## src/rtl/fetch_pkg.sv

```systemverilog
// Shared types and defaults for the instruction fetch front end.
// Ports: none (package only).
// Holds the fetch FSM state encoding, the queue entry layout and reset defaults.
package fetch_pkg;

  localparam int unsigned FETCH_XLEN        = 32;
  localparam int unsigned FETCH_ENTRY_WIDTH = 2 * FETCH_XLEN;

  localparam logic [FETCH_XLEN-1:0] DEFAULT_RESET_PC = 32'h8000_0000;

  typedef enum logic [1:0] {
    IDLE    = 2'd0,
    REQ     = 2'd1,
    DISCARD = 2'd2
  } fetch_state_e;

  // One instruction-queue line: pc in the upper half, instruction below.
  typedef struct packed {
    logic [FETCH_XLEN-1:0] pc;
    logic [FETCH_XLEN-1:0] inst;
  } fetch_entry_t;

  // Force word alignment of a fetch address.
  function automatic logic [FETCH_XLEN-1:0] align_pc(input logic [FETCH_XLEN-1:0] addr);
    return {addr[FETCH_XLEN-1:2], 2'b00};
  endfunction

endpackage

```

## src/rtl/inst_fetch_unit.sv

```systemverilog
// Purpose: sequential PC generation, single-outstanding ibus reads, {pc, inst} pushes into the decode queue.
// Latency: IDLE->REQ in 1 cycle; push is combinational on the ack cycle, so zero-wait throughput is 1 entry / 2 cycles.
// Backpressure: a new read is only issued while fifo_full is low; redirects flush the queue and drop in-flight data.
// Ports: clk/rst (sync, active-high); redirect_valid/redirect_pc from branch/exception logic;
//        ibus_req/ibus_addr/ibus_ack/ibus_rdata instruction bus; fifo_full/fifo_push/fifo_push_data/fifo_flush to the queue.
module inst_fetch_unit
  import fetch_pkg::*;
#(
  parameter int unsigned     XLEN     = FETCH_XLEN,
  parameter logic [XLEN-1:0] RESET_PC = XLEN'(DEFAULT_RESET_PC)
) (
  input  logic              clk,
  input  logic              rst,
  input  logic              redirect_valid,
  input  logic [XLEN-1:0]   redirect_pc,
  output logic              ibus_req,
  output logic [XLEN-1:0]   ibus_addr,
  input  logic              ibus_ack,
  input  logic [XLEN-1:0]   ibus_rdata,
  input  logic              fifo_full,
  output logic              fifo_push,
  output logic [2*XLEN-1:0] fifo_push_data,
  output logic              fifo_flush
);

  fetch_state_e    state;
  logic [XLEN-1:0] pc;
  logic [XLEN-1:0] req_addr;
  logic [XLEN-1:0] redirect_aligned;

  // Masking keeps every bit of redirect_pc in use while clearing the low two.
  assign redirect_aligned = redirect_pc & ~XLEN'(3);

  assign ibus_req  = (state != IDLE);
  assign ibus_addr = req_addr;

  // Flush is taken on the same edge as the redirect so stale entries never reach decode.
  assign fifo_flush = redirect_valid & ~rst;

  // A request is only launched when the queue has room and only one is ever
  // in flight, so this push cannot land on a full queue. Redirect suppresses
  // it, which also keeps push and flush mutually exclusive.
  assign fifo_push      = (state == REQ) & ibus_ack & ~redirect_valid & ~rst;
  assign fifo_push_data = {req_addr, ibus_rdata};

  always_ff @(posedge clk) begin
    if (rst) begin
      state    <= IDLE;
      pc       <= RESET_PC;
      req_addr <= RESET_PC;
    end else begin
      case (state)
        IDLE: begin
          // Any ack seen here belongs to an abandoned transaction and is ignored.
          if (redirect_valid) begin
            pc <= redirect_aligned;
          end else if (!fifo_full) begin
            req_addr <= pc;
            state    <= REQ;
          end
        end

        REQ: begin
          if (ibus_ack) begin
            pc    <= redirect_valid ? redirect_aligned : pc + XLEN'(4);
            state <= IDLE;
          end else if (redirect_valid) begin
            pc    <= redirect_aligned;
            state <= DISCARD;
          end
        end

        DISCARD: begin
          // The bus still owes us a response for req_addr; keep requesting
          // until it arrives, then drop it. Later redirects simply overwrite pc.
          if (redirect_valid) begin
            pc <= redirect_aligned;
          end
          if (ibus_ack) begin
            state <= IDLE;
          end
        end

        default: state <= IDLE;
      endcase
    end
  end

endmodule

```

## config.mk

```make
export PLATFORM = sky130hd
export DESIGN_NAME = inst_fetch_unit
export DESIGN_NICKNAME = d
export VERILOG_FILES = /design/src/rtl/fetch_pkg.sv /design/src/rtl/inst_fetch_unit.sv
export SDC_FILE = /design/constraint.sdc
export NUM_CORES = 1
export LEC_CHECK = 0
export ABC_AREA = 1
export BUFFER_PORTS_ARGS = -buffer_cell sky130_fd_sc_hd__clkbuf_2
export CAP_MARGIN = 20
export CORE_ASPECT_RATIO = 0.8
export CORE_MARGIN = 5
export CORE_UTILIZATION = 40
export DETAILED_ROUTE_END_ITERATION = 16
export PLACE_DENSITY_LB_ADDON = 0.2
export SYNTH_ARGS = -nofsm -noshare
export SYNTH_HDL_FRONTEND = slang
export SYNTH_SLANG_ARGS = --single-unit
```

## constraint.sdc

```tcl
create_clock -name clk -period 3 [get_ports clk]
set_clock_uncertainty 0.2 [all_clocks]
set_input_delay 0.45 -clock clk [delete_from_list [all_inputs] [get_ports clk]]
set_output_delay 0.45 -clock clk [all_outputs]
set_load 0.05 [all_outputs]
```

# == Yosys cells after proc, flatten, opt, wreduce, memory -nomap -nowiden ==
# Cells that the tools add are included.
# word_totals
ff_bits,66
inputBits,69
out_inout_bits,99
# op_classes
n_addsub,1
n_eq_ne,6
n_mux,10
n_bitwise,7
reduce_logical,6
# op_table
cell,n
32-bit 2-to-1 mux,3
32-bit one-hot mux with 2 select lines,1
32-bit by 3-bit adder with 32-bit output (second input constant),1
2-bit 2-to-1 mux,5
2-bit inequality test (second input constant),3
2-bit one-hot mux with 3 select lines,1
1-bit bitwise AND,4
4-bit AND reduction,1
2-bit nonzero test,2
3-bit inequality test (second input constant),1
1-bit inverter,3
3-bit AND reduction,1
2-bit by 1-bit equality test with 1-bit output (second input constant),1
2-bit equality test (second input constant),1
2-bit logical NOT,1
2-bit OR reduction,1

# == Logic depth before layout (Yosys ltp) ==
# Gate-level depths: netlist of run 1.
# depth
depth_word,4
ltp_mapped,11

# == Worst setup path after synthesis of run 1 ==
# OpenSTA, ideal clock, no wires.
# synth_path
path_kind,input to output
startpoint,in ibus_ack
endpoint,out fifo_push
arrival_time_ns,1.672
path_slack_ns,0.678
path_stages,5
path_buffers,1
path_cell_list,nand2_1 -> nor2_1 -> buf_2 -> nand2_1 -> nor2_1
# synth_between
elab_chain_cells,3
# synth_rtl
item,line,source
from (decl),inst_fetch_unit.sv:18,"input logic ibus_ack,"
1-bit bitwise AND (3 in a row),inst_fetch_unit.sv:43,assign fifo_push = (state == REQ) & ibus_ack & ~redirect_valid & ~rst;
to (decl),inst_fetch_unit.sv:21,"output logic fifo_push,"
# Every way passes these cells.

# == Worst setup path in the final report of run 1 ==
# layout_path
startpoint,reg pc[3]
endpoint,reg pc[20]
# layout_between
elab_chain_cells,4
# layout_rtl
item,line,source
from (decl),inst_fetch_unit.sv:27,logic [XLEN-1:0] pc;
from (signal assigned),inst_fetch_unit.sv:56,pc <= redirect_aligned;
from (signal assigned),inst_fetch_unit.sv:65,pc <= redirect_valid ? redirect_aligned : pc + XLEN'(4);
from (signal assigned),inst_fetch_unit.sv:68,pc <= redirect_aligned;
32-bit by 3-bit adder with 32-bit output,inst_fetch_unit.sv:65,
32-bit 2-to-1 mux,inst_fetch_unit.sv:65,
32-bit 2-to-1 mux,inst_fetch_unit.sv:64,if (ibus_ack) begin
32-bit one-hot mux with 2 select lines,inst_fetch_unit.sv:52,case (state)
# Every way passes these cells.
# A chain may end at the register's enable or synchronous reset.

==> impl_metrics.csv, run 1 <==
group,metric,value,unit
setup_path,cpPeakStageDelay,0.52,ns
drt,viasPerCell,5.03,
power,p_per_area,559,mW/mm²
setup_path,cp-end-kind,"flop",
synthesis,synth_cell_types,31,
setup_path,critical-path-top-delay-family,"simple AND/OR/NAND/NOR gates",
layout,fillers,1114,
setup_path,critPathSlowestCell,"nor2_1",
clocking,cts.sinks,66,
setup_path,critPathMostFrequentCell,"nor2_1",
drt,wl_per_cell,14.1,µm
floorplanning,dieArea,0.0124,mm²
status,status,"completed",
grt,grt_usage,0.189,
synthesis,ys.flop_type,"dfxtp_1",
placement,place_ws,0.657,ns
setup_path,crit_arrival,2.26,ns
clocking,cts_tree,"done",
synthesis,yosysMostFrequentCell,"nand2_1",
drt,first_pass_iters,5,
power,power.leakage,0.00217,µW
synthesis,synth.top_cell.area_share,0.321,
clocking,path_clk_slew,0.05,ns
synthesis,synth_cells,640,
sta,min_period,2.27,ns
setup_path,startpoint_type,"flop",
layout,num_antenna_cells,0,
synthesis,synthSimpleGateAreaFrac,0.252,
sta,final-setup-viol-count,0,
clocking,numCtsBuffers,9,
power,peakVddDrop,242,µV
synthesis,synth_top_family_by_area,"simple AND/OR/NAND/NOR gates",
synthesis,syn-num-nets,710,
sta,final-max-slew-violation-count,0,
synthesis,syn_area,0.00412,mm²
placement,place_area,0.00427,mm²
synthesis,synth_commonest_cells,"118 x nand2_1, 80 x nor2_1, 69 x inv_1",
sta,hold_viol_final,0,
placement,dp_hpwl,8510,µm
synthesis,syn_area_per_cell,6.44,µm²
synthesis,synth_compound_area_frac,0.209,
synthesis,synth_area_leaders,"dfxtp_1 32%, buf_4 12%, nand2_1 11%",
placement,io_buffers,101,
floorplanning,core_area,0.0102,mm²
setup_path,path_class,"reg2reg",
sta,setup_ws,0.727,ns
placement,place_congestion,0.906,
floorplanning,start_util,0.406,
clocking,cts_buffer_depth,2,
clocking,hold_buffers,0,
setup_path,path_cells,"ha_1, nand2_1, nor2_1, nand3_1, nor2_1, o21ai_0, o211ai_1, a21oi_1",
clocking,htreeDepth,3,
drt,vias,4102,
sta,tns,0,ns
grt,grt_pass1_vias,3843,
synthesis,yosys_warnings,0,
min_path,hold_path.class,"in2reg",
synthesis,synth_xor_area_frac,0,
floorplanning,fp.dieW,123,µm
grt,grt_pass1_wl,18700,µm
grt,antenna_found_initial,0,
sta,fmax,440,MHz
setup_path,path_buf_inv,0,
floorplanning,chipHeight,101,µm
synthesis,synth_edf_count,0,
synthesis,ys_ff_latch,66,
drt,routed_wl,11500,µm
synthesis,synthAdderAreaFrac,0.00304,
sta,max_slew.worst_pin.slew,0.675,ns
layout,nets,741,
clocking,post_cts_buffers,0,
synthesis,yosysSeqAreaShare,0.321,
layout,final_cell_area,0.00455,mm²
clocking,clockRootBuffer,"clkbuf_16",
run,cap_violations,0,
floorplanning,num_rows,33,
synthesis,yosysTopAreaCell,"dfxtp_1",
sta,period_share,0.758,
sta,maxSlewHeadroom,0.548,
layout,areaGrowthSynthToFinish,10.5,%
setup_path,required,2.99,ns
drt,first_iter_violations,254,
drt,detail-route-antenna-nets,0,
floorplanning,io_pins,168,
layout,drive_gt1_frac,0.194,
clocking,cts-resized-gates,0,
setup_path,crit_fanout,6,
sta,whs,0.169,ns
grt,grt_max_degree,55,
synthesis,ys_async_sr_fraction,0,
drt,drc,0,
synthesis,synthMuxAreaShare,0,
grt,overflow,0,
clocking,clock_latency,0.33,ns
sta,rsz0062_at_grt,"false",
-- worst paths after layout --
| path | slack [ns] | end | cells past startpoint | start |
|---|---|---|---|---|
| worst min-delay path | 0.17 | pc[6] | 3 | redirect_pc[6] |
| worst min register to register | 0.24 | pc[0] | 2 | pc[0] |
| worst max register to register | 0.73 | pc[20] | 8 | pc[3] |
| worst max-delay path | 0.73 | pc[20] | 8 | pc[3] |
-- worst register-to-register path: stages, from the launching register on --
cell,delay [ns]
dfxtp_1,0.37
ha_1,0.20
nand2_1,0.08
nor2_1,0.19
nand3_1,0.19
nor2_1,0.52
o21ai_0,0.19
o211ai_1,0.13
a21oi_1,0.08
-- report_power, final --
part | switching (µW) | leakage [µW] | internal (µW)
Combinational | 392 | 0.00148 | 130
Sequential | 53.7 | 0.000544 | 936
Clock | 375 | 0.000142 | 659
Total | 820 | 0.00217 | 1720
-- state kept, by name, indices dropped and copies added, names as in the netlist --
register   flops
state          2
pc            32
ibus_addr     32
-- per-layer routing --
layer | GRT usage | routed length, µm
met3 | 0.0511 | 838
met2 | 0.290 | 5000
met4 | 0.0562 | 174
met5 | 0 | 0
met1 | 0.260 | 5500
-- placed cells by master (no fill, tap or decap) --
master | netlist | routed
o31ai_1 | 1 | 1
o221ai_1 | 3 | 3
a22oi_1 | 12 | 12
clkinv_1 | 3 | 3
a21oi_1 | 58 | 58
o211ai_1 | 5 | 5
clkbuf_1 | 17 | 2
nand3_1 | 35 | 35
nor3_1 | 5 | 5
ha_1 | 1 | 1
inv_2 | 2 | 2
dfxtp_1 | 66 | 66
o22ai_1 | 2 | 2
bufinv_16 | 0 | 1
nor2_4 | 1 | 1
nor4_1 | 1 | 1
nand4_1 | 8 | 8
nand2_1 | 118 | 118
a31oi_1 | 1 | 1
inv_1 | 69 | 69
or4_1 | 1 | 1
o21ai_2 | 1 | 1
a21o_1 | 1 | 1
clkinv_2 | 0 | 2
nand2_2 | 1 | 1
nor2_2 | 2 | 2
clkbuf_2 | 1 | 101
o21ai_0 | 66 | 66
a211oi_1 | 6 | 6
clkbuf_8 | 1 | 1
buf_4 | 66 | 10
clkbuf_16 | 0 | 9
nor2_1 | 80 | 80
-- per-stage QoR --
stage,cells,util,total power [µW]
finish,815,0.448,2540
detailed placement,800,0.420,1530
floorplan,640,-,1540
global route,815,0.448,2660
global placement,800,0.420,1520
CTS,815,0.448,2570
-- final cells by class --
type                    count  area, µm²  area share
multi-input cells         409       1910       0.420
well taps                 140        175      0.0385
clock inverters             3       40.0     0.00879
repair buffers            111        581       0.128
flip-flops and latches     66       1320       0.290
clock buffers              12        246      0.0541
inverters                  74        278      0.0610
-- logic make-up after synthesis --
kind of cell	Yosys count
DFF	66
AOI/OAI and AO/OA	156
buffers and inverters	165
and+or+nand+nor	252
adders and majority gates	1
(Power assumes the default switching activity.)
==> inputs of run 2 (changes only) <==
==> constraint.sdc (replaced) <==
create_clock -name clk -period 2.1 [get_ports clk]
set_clock_uncertainty 0.2 [all_clocks]
set_input_delay 0.315 -clock clk [delete_from_list [all_inputs] [get_ports clk]]
set_output_delay 0.315 -clock clk [all_outputs]
set_load 0.05 [all_outputs]
==> impl_metrics.csv, run 2 (same netlist as run 1, synthesis figures left out) <==
group,metric,value,unit
layout,drive_gt1_frac,0.213,
drt,first_pass_iters,5,
layout,fillers,1093,
setup_path,required,1.58,ns
setup_path,r2r_start,"pc[3]",
clocking,cts.sinks,66,
placement,dp.cells,811,
layout,num_antenna_cells,0,
floorplanning,num_rows,33,
grt,grt_max_degree,46,
min_path,hold_path.class,"in2reg",
power,peakVddDrop,337,µV
floorplanning,dieArea,0.0124,mm²
drt,detail-route-antenna-nets,0,
clocking,post_cts_buffers,0,
grt,antenna_found_initial,0,
sta,period_share,0.930,
sta,final-max-slew-violation-count,0,
setup_path,cp-end-kind,"output pin",
power,finalPower,3580,µW
sta,tns,0,ns
layout,final_util,0.459,
sta,setup_ws,0.147,ns
layout,register_area,0.00132,mm²
placement,dp_hpwl,8760,µm
setup_path,startpoint_type,"flop",
setup_path,cp-startpoint,"state[0]",
setup_path,path_class,"reg2out",
layout,layout_common_cells,"118 x nand2_1, 99 x clkbuf_2, 77 x nor2_1",
floorplanning,core_area,0.0102,mm²
grt,overflow,0,
min_path,worstHoldStart,"redirect_pc[6]",
grt,grt_pass1_vias,3923,
grt,grt_usage,0.190,
layout,multi_input_area,0.00192,mm²
sta,fmax,512,MHz
sta,max_slew.worst_pin.slew,0.524,ns
grt,grt_pass1_wl,19000,µm
drt,first_iter_violations,298,
clocking,clockRootBuffer,"clkbuf_16",
drt,viasPerCell,5.02,
sta,final-setup-viol-count,0,
clocking,htreeDepth,3,
floorplanning,fp.dieW,123,µm
placement,io_buffers,101,
status,status,"completed",
run,cap_violations,0,
sta,hold_viol_final,0,
floorplanning,chipHeight,101,µm
sta,min_period,1.95,ns
placement,place_congestion,0.882,
placement,place_ws,0.108,ns
layout,areaGrowthSynthToFinish,13.3,%
layout,final_common_cell,"nand2_1",
power,power.leakage,0.00223,µW
clocking,numCtsBuffers,9,
setup_path,crit_arrival,1.44,ns
sta,rsz0062_at_grt,"false",
drt,drc,0,
floorplanning,start_util,0.406,
clocking,cts_tree,"done",
power,p_per_area,768,mW/mm²
clocking,cts_buffer_depth,2,
clocking,clock_latency,0.33,ns
drt,vias,4142,
clocking,path_clk_slew,0.05,ns
floorplanning,io_pins,168,
setup_path,crit_fanout,6,
sta,maxSlewHeadroom,0.649,
drt,routed_wl,11700,µm
layout,nets,752,
drt,wl_per_cell,14.2,µm
layout,layout.cells.non_filler,825,
==> run 2: repair_timing <==
| item | 4_1_cts | 5_1_grt |
|---|---|---|
| endpoints found under the setup margin | 0 | 3 |
| resized for setup | 0 | 4 |
| hold buffers | 0 | 0 |
==> run 2: worst paths after layout <==
kind                                   to  slack (ns)  cells past startpoint
worst min register to register      pc[1]        0.24                      2
worst min-delay path                pc[6]        0.04                      3
worst max-delay path            fifo_push        0.15                      5
worst max register to register     pc[22]        0.19                      9
==> run 2: final cells by class <==
cell class,instances,area share
multi-input cells,409,0.411
flip-flops and latches,66,0.283
repair buffers,122,0.149
inverters,74,0.0595
clock buffers,12,0.0571
well taps,140,0.0375
clock inverters,2,0.00268
==> run 2: through the flow <==
stage	hold slack, ns	area, µm²
4_1_cts	0.0405	4660
5_1_grt	0.0515	4670
2_1_floorplan	0.222	4120
3_3_place_gp	0.228	4380
3_5_place_dp	0.231	4380
6_report	0.0432	4670
==> run 2: worst max-delay path, stage by stage (launching register included) <==
cell      delay, ns
dfxtp_1        0.42
nand2_1        0.11
nor2_2         0.14
nand2_1        0.10
nor2_2         0.11
clkbuf_4       0.24
==> run 2: per-layer routing <==
metal,vias up,global-route usage,wire (µm)
met5,-,0,0
met4,0,0.0672,221
met3,35,0.0370,920
met2,158,0.298,5040
met1,1848,0.261,5510
li1,2101,-,-
==> run 2: where the power goes <==
part           internal, µW  switching (µW)
combinational           199             565
sequential             1340            76.6
clock                   879             524
